## config.mk

```make
export PLATFORM = sky130hd
export DESIGN_NAME = fetch_queue
export DESIGN_NICKNAME = d
export VERILOG_FILES = /design/src/rtl/fetch_queue.sv
export SDC_FILE = /design/constraint.sdc
export NUM_CORES = 1
export LEC_CHECK = 0
export CORE_ASPECT_RATIO = 1.75
export CORE_MARGIN = 3
export CORE_UTILIZATION = 45
export DETAILED_ROUTE_END_ITERATION = 16
export GPL_TIMING_DRIVEN = 0
export PLACE_DENSITY = 0.76
export SLEW_MARGIN = 20
export SYNTH_ARGS = -nofsm -noshare
export SYNTH_HDL_FRONTEND = slang
export SYNTH_SLANG_ARGS = --single-unit
export TNS_END_PERCENT = 50
```

## constraint.sdc

```tcl
create_clock -name clk -period 7.5 [get_ports clk]
set_input_delay 1.125 -clock clk [delete_from_list [all_inputs] [get_ports clk]]
set_output_delay 1.125 -clock clk [all_outputs]
set_load 0.05 [all_outputs]
```

## src/rtl/fetch_queue.sv

```systemverilog
// ============================================================================
//  Module   : fetch_queue
//  Purpose  : Sequential instruction fetch with single-outstanding memory port,
//             prefetch FIFO toward decode and redirect/flush support.
//             Optional macro FETCH_PERF_EN adds push/redirect counters.
//  Revision : 1.0 - initial release
// ============================================================================
`default_nettype none

module fetch_queue #(
   parameter int          DEPTH    = 4,
   parameter logic [31:0] RESET_PC = 32'h0000_0000
) (
   input  logic        clk,
   input  logic        reset,
   output logic        imem_req,
   output logic [31:0] imem_addr,
   input  logic        imem_ack,
   input  logic [31:0] imem_rdata,
   output logic        instr_valid,
   input  logic        instr_ready,
   output logic [31:0] instr,
   output logic [31:0] instr_pc,
`ifdef FETCH_PERF_EN
   output logic [31:0] perf_fetch_cnt,
   output logic [31:0] perf_flush_cnt,
`endif
   input  logic        redirect,
   input  logic [31:0] redirect_pc
);

   localparam int                c_ptr_w = $clog2(DEPTH);
   localparam logic [c_ptr_w:0]  c_depth = (c_ptr_w + 1)'(DEPTH);

   typedef enum logic [1:0] {
      S_IDLE = 2'd0,
      S_REQ  = 2'd1,
      S_DROP = 2'd2
   } state_t;

   state_t               r_state;
   state_t               w_state_next;
   logic [31:0]          r_fetch_pc;
   logic [31:0]          w_fetch_pc_next;
   logic [31:0]          r_tgt;
   logic [31:0]          w_tgt_next;
   logic [c_ptr_w:0]     r_count;
   logic [c_ptr_w:0]     w_count_next;
   logic [c_ptr_w:0]     w_count_pop;
   logic [c_ptr_w:0]     w_count_upd;
   logic [c_ptr_w-1:0]   r_wr_ptr;
   logic [c_ptr_w-1:0]   r_rd_ptr;
   logic [31:0]          r_mem_word [DEPTH];
   logic [31:0]          r_mem_pc   [DEPTH];
   logic                 w_push;
   logic                 w_pop;
   logic [31:0]          w_redirect_tgt;

   assign w_redirect_tgt = {redirect_pc[31:2], 2'b00};
   assign instr_valid    = (r_count != '0) && !redirect;
   assign w_pop          = instr_valid && instr_ready;
   assign w_push         = (r_state == S_REQ) && imem_ack && !redirect;
   assign w_count_pop    = r_count - (c_ptr_w + 1)'(w_pop);
   assign w_count_upd    = w_count_pop + (c_ptr_w + 1)'(w_push);
   assign w_count_next   = redirect ? '0 : w_count_upd;

   assign imem_req  = (r_state == S_REQ) || (r_state == S_DROP);
   assign imem_addr = r_fetch_pc;
   assign instr     = r_mem_word[r_rd_ptr];
   assign instr_pc  = r_mem_pc[r_rd_ptr];

   always_ff @(posedge clk) begin
      if (reset) begin
         r_state    <= S_IDLE;
         r_fetch_pc <= RESET_PC;
         r_tgt      <= RESET_PC;
      end else begin
         r_state    <= w_state_next;
         r_fetch_pc <= w_fetch_pc_next;
         r_tgt      <= w_tgt_next;
      end
   end

   always_comb begin
      w_state_next    = r_state;
      w_fetch_pc_next = r_fetch_pc;
      w_tgt_next      = r_tgt;
      case (r_state)
         S_IDLE: begin
            if (redirect)
               w_fetch_pc_next = w_redirect_tgt;
            else if (w_count_pop < c_depth)
               w_state_next = S_REQ;
         end
         S_REQ: begin
            if (redirect) begin
               if (imem_ack) begin
                  w_fetch_pc_next = w_redirect_tgt;
                  w_state_next    = S_IDLE;
               end else begin
                  // Request stays on the bus; target parked until the ack drains.
                  w_tgt_next   = w_redirect_tgt;
                  w_state_next = S_DROP;
               end
            end else if (imem_ack) begin
               w_fetch_pc_next = r_fetch_pc + 32'd4;
               if (w_count_upd >= c_depth)
                  w_state_next = S_IDLE;
            end
         end
         S_DROP: begin
            if (redirect) begin
               w_tgt_next = w_redirect_tgt;
               // An ack in the same cycle retires the stale request, so the
               // newest target can be taken immediately.
               if (imem_ack) begin
                  w_fetch_pc_next = w_redirect_tgt;
                  w_state_next    = S_IDLE;
               end
            end else if (imem_ack) begin
               w_fetch_pc_next = r_tgt;
               w_state_next    = S_IDLE;
            end
         end
         default: w_state_next = S_IDLE;
      endcase
   end

   always_ff @(posedge clk) begin
      if (reset || redirect) begin
         r_count  <= '0;
         r_wr_ptr <= '0;
         r_rd_ptr <= '0;
      end else begin
         r_count <= w_count_next;
         if (w_push)
            r_wr_ptr <= r_wr_ptr + 1'b1;
         if (w_pop)
            r_rd_ptr <= r_rd_ptr + 1'b1;
      end
   end

   always_ff @(posedge clk) begin
      if (w_push && !reset) begin
         r_mem_word[r_wr_ptr] <= imem_rdata;
         r_mem_pc[r_wr_ptr]   <= r_fetch_pc;
      end
   end

`ifdef FETCH_PERF_EN
   logic [31:0] r_perf_fetch;
   logic [31:0] r_perf_flush;

   always_ff @(posedge clk) begin
      if (reset) begin
         r_perf_fetch <= '0;
         r_perf_flush <= '0;
      end else begin
         if (w_push)
            r_perf_fetch <= r_perf_fetch + 32'd1;
         if (redirect)
            r_perf_flush <= r_perf_flush + 32'd1;
      end
   end

   assign perf_fetch_cnt = r_perf_fetch;
   assign perf_flush_cnt = r_perf_flush;
`endif

endmodule

`default_nettype wire
```

==> impl_metrics.ini <==
[status]
status = completed

[final_layout]
antennaDiodeCount = 0
stdcell_area_sq_um = 17150
fill_cells = 2459
drive_above_1_share_pct = 11.97
area_growth_pct = 23.32
final_cell_mix = edfxtp_1, clkdlybuf4s50_1, nand2_1
layout_commonest_cell = edfxtp_1
fin_nets = 1244

[global_routing]
grt_pass1_wl_um = 57440
track_usage_pct = 22.42
antenna_found_initial = 0
grt_max_degree = 46
grt_pass1_vias = 9625
overflow = 0

[clocking]
cts.sinks = 329
root_buffer = clkbuf_16
cts_buffer_depth = 3
cts_tree = built
cts_buffers = 30
cts_resized = 0
cts_max_level = 1
cts_setup_buffers = 0
clk-insertion-delay-late_ns = 0.56
cts_hold_buf = 0
clk_pin_slew_ns = 0.07

[critical_path]
criticalPathCategory = input pin to output pin
critPathLaunchType = input pin
crit_slowest_cell = clkdlybuf4s50_1
worstPathArrival_ns = 4.05
path_max_fanout = 10
end_kind = output pin
worst-path-buf-inv = 5
crit_path_max_incr_delay_ns = 0.73
cp_data_required_time_ns = 6.38
critPathTopFamily = buffers and inverters
path_cells = clkdlybuf4s50_1 > clkbuf_1 > clkbuf_1 > buf_1 > nor2_1 > clkdlybuf4s50_1

[place]
dp_slack_ns = 2.430
placed_area_sq_um = 16130
gp_congestion = 0.9541
portBuffers = 163
dpl.hpwl_um = 25930

[pwr]
ir_worst_vdd_mv = 0.1682
cellLeakagePower_nw = 5.505
p_per_area_nw_per_um2 = 240.5

[route]
wirelength_um = 37730
avgViaCountPerCell = 5.940
wl_per_cell_um = 23.99
drtAntennaViolNets = 0
drtIter0Drc = 816
vias = 9343
drc = 0
drt-pass1-iter-count = 5

[floorplanning]
core_region_area_sq_um = 30270
die_h_um = 238.6
pin_count = 167
placementRows = 84
start_util_pct = 45.95
chipWidth_um = 138.9
die_area_sq_um = 33140

[sta]
fin_skew_ns = 0.01587
slew_headroom_pct = 29.15
fin_tns_setup_ns = 0
min_period_ns = 5.173
finalWorstSetupSlack_ns = 2.327
post-route-period-util_pct = 68.98
rsz0062_at_grt = false
worst_slew_pin_slew_ns = 1.052
hold_viol_final = 0
fmax_ghz = 0.1933
finalSetupViolCount = 0
drv_slew = 0

[synth]
synth.distinct_cells = 69
yosysSeqAreaShare_pct = 65.77
ys_warn_count = 0
ys_ff_latch = 329
synth_edf_count = 256
netlist_area_sq_um = 13910
synth_area_leader_cell = edfxtp_1
synth_top_area_share_pct = 55.27
ys.flop_type = edfxtp_1
synth_nets = 1045
synth_cells = 963
synth.area.top_cells = edfxtp_1, dfxtp_1, mux4_2, nand2_1, a21oi_1
ys_async_sr_fraction_pct = 0
avgSynthCellArea_sq_um = 14.44

[flow_run]
maxCapViolCount = 0

[worst_hold_path]
holdCritPathClass = flop to flop
==> worst register-to-register path, stage by stage (launching register included) <==
cell      delay (ns)
dfxtp_1         0.38
inv_1           0.08
ha_1            0.30
clkbuf_1        0.52
clkbuf_1        0.63
clkbuf_1        0.56
o21ai_0         0.20
a41oi_1         0.21
o21ai_0         0.10
a21oi_1         0.19
==> per-layer routing <==
layer,vias up,GRT usage [%],part of all wire [%]
met5,-,0,0
met3,127,2.742,5.4
met2,414,40.45,53
met4,0,11.60,5.7
li1,4163,-,-
met1,4639,26.21,36
==> synth_stat cells, types with 3 or more instances <==
master and count:
buf_2 9, nand3_1 18, o21a_1 3, edfxtp_1 256, and2_1 11, a221oi_1 4, a31oi_1 7, clkbuf_1 48
nand2_1 96, a41oi_1 5, or3_1 3, a22o_1 3, mux4_2 64, mux2i_1 17, xor2_1 7, o2111ai_1 4
a2bb2oi_1 4, a32oi_1 3, a21oi_1 60, nor2_1 43, o32ai_1 3, o21ai_0 41, inv_1 14, and3_1 9
or4_1 3, o22ai_1 3, a22oi_1 4, a32o_1 4, ha_1 13, nor4_1 7, xnor2_1 8, dfxtp_1 73
nand4_1 15, o221ai_1 4, nand2b_1 4, nor3_1 15, and4_1 5, buf_1 8, o211ai_1 10, a21boi_0 3
nor2b_1 12
==> cells by family after synthesis <==
kind of cell    synth area share (%)
buf+inv                        2.375
xor+xnor                       1.106
simple gates                   8.698
flops                          65.77
compound gates                 9.130
mux                            11.75
fa+ha+maj                      1.169
==> worst paths after layout <==
| check | start | slack, ns | cells past startpoint | endpoint |
|---|---|---|---|---|
| setup / recovery | redirect | 2.33 | 6 | instr_valid |
| hold / removal | r_tgt[7]$_SDFFE_PP0P_ | 0.46 | 2 | r_tgt[7]$_SDFFE_PP0P_ |
| setup reg to reg | r_state[0]$_SDFFE_PP0P_ | 4.25 | 9 | imem_addr[19]$_SDFFE_PP0P_ |
| hold reg to reg | r_tgt[7]$_SDFFE_PP0P_ | 0.46 | 2 | r_tgt[7]$_SDFFE_PP0P_ |
==> flip-flops by register name, indices dropped and copies added, names as in the netlist, named ones only <==
name / flops
r_tgt: 30
r_state: 2
imem_addr: 32
r_count: 3
r_rd_ptr: 2
r_mem_word: 128
r_wr_ptr: 2
r_mem_pc: 128
==> final cells by class <==
type                    instances  area (sq um)  share of cell area [%]
flip-flops and latches        329          9149                   53.33
multi-input cells             553          4451                   25.94
repair buffers                167          1719                   10.02
clock buffers                  38         822.0                   4.792
well taps                     387         484.2                   2.823
plain buffers                  67         277.8                   1.619
clock inverters                18         198.9                   1.160
inverters                      14         52.55                  0.3063
==> metrics by stage <==
| step | cells | total power [mW] | util (%) | hold WS [ns] |
|---|---|---|---|---|
| floorplan | 963 | 2.372 | - | 0.4318 |
| global placement | 1513 | 2.574 | 52.94 | 0.4389 |
| detailed placement | 1517 | 2.582 | 53.30 | 0.4445 |
| CTS | 1573 | 4.159 | 56.67 | 0.4539 |
| global route | 1573 | 4.266 | 56.67 | 0.4657 |
| finish | 1573 | 4.125 | 56.67 | 0.4558 |
==> power by group <==
part / internal, mW / switching, mW
Clock: 0.915 / 0.659
Sequential: 2.01 / 0.0705
Combinational: 0.164 / 0.305
(Power assumes the default switching activity.)
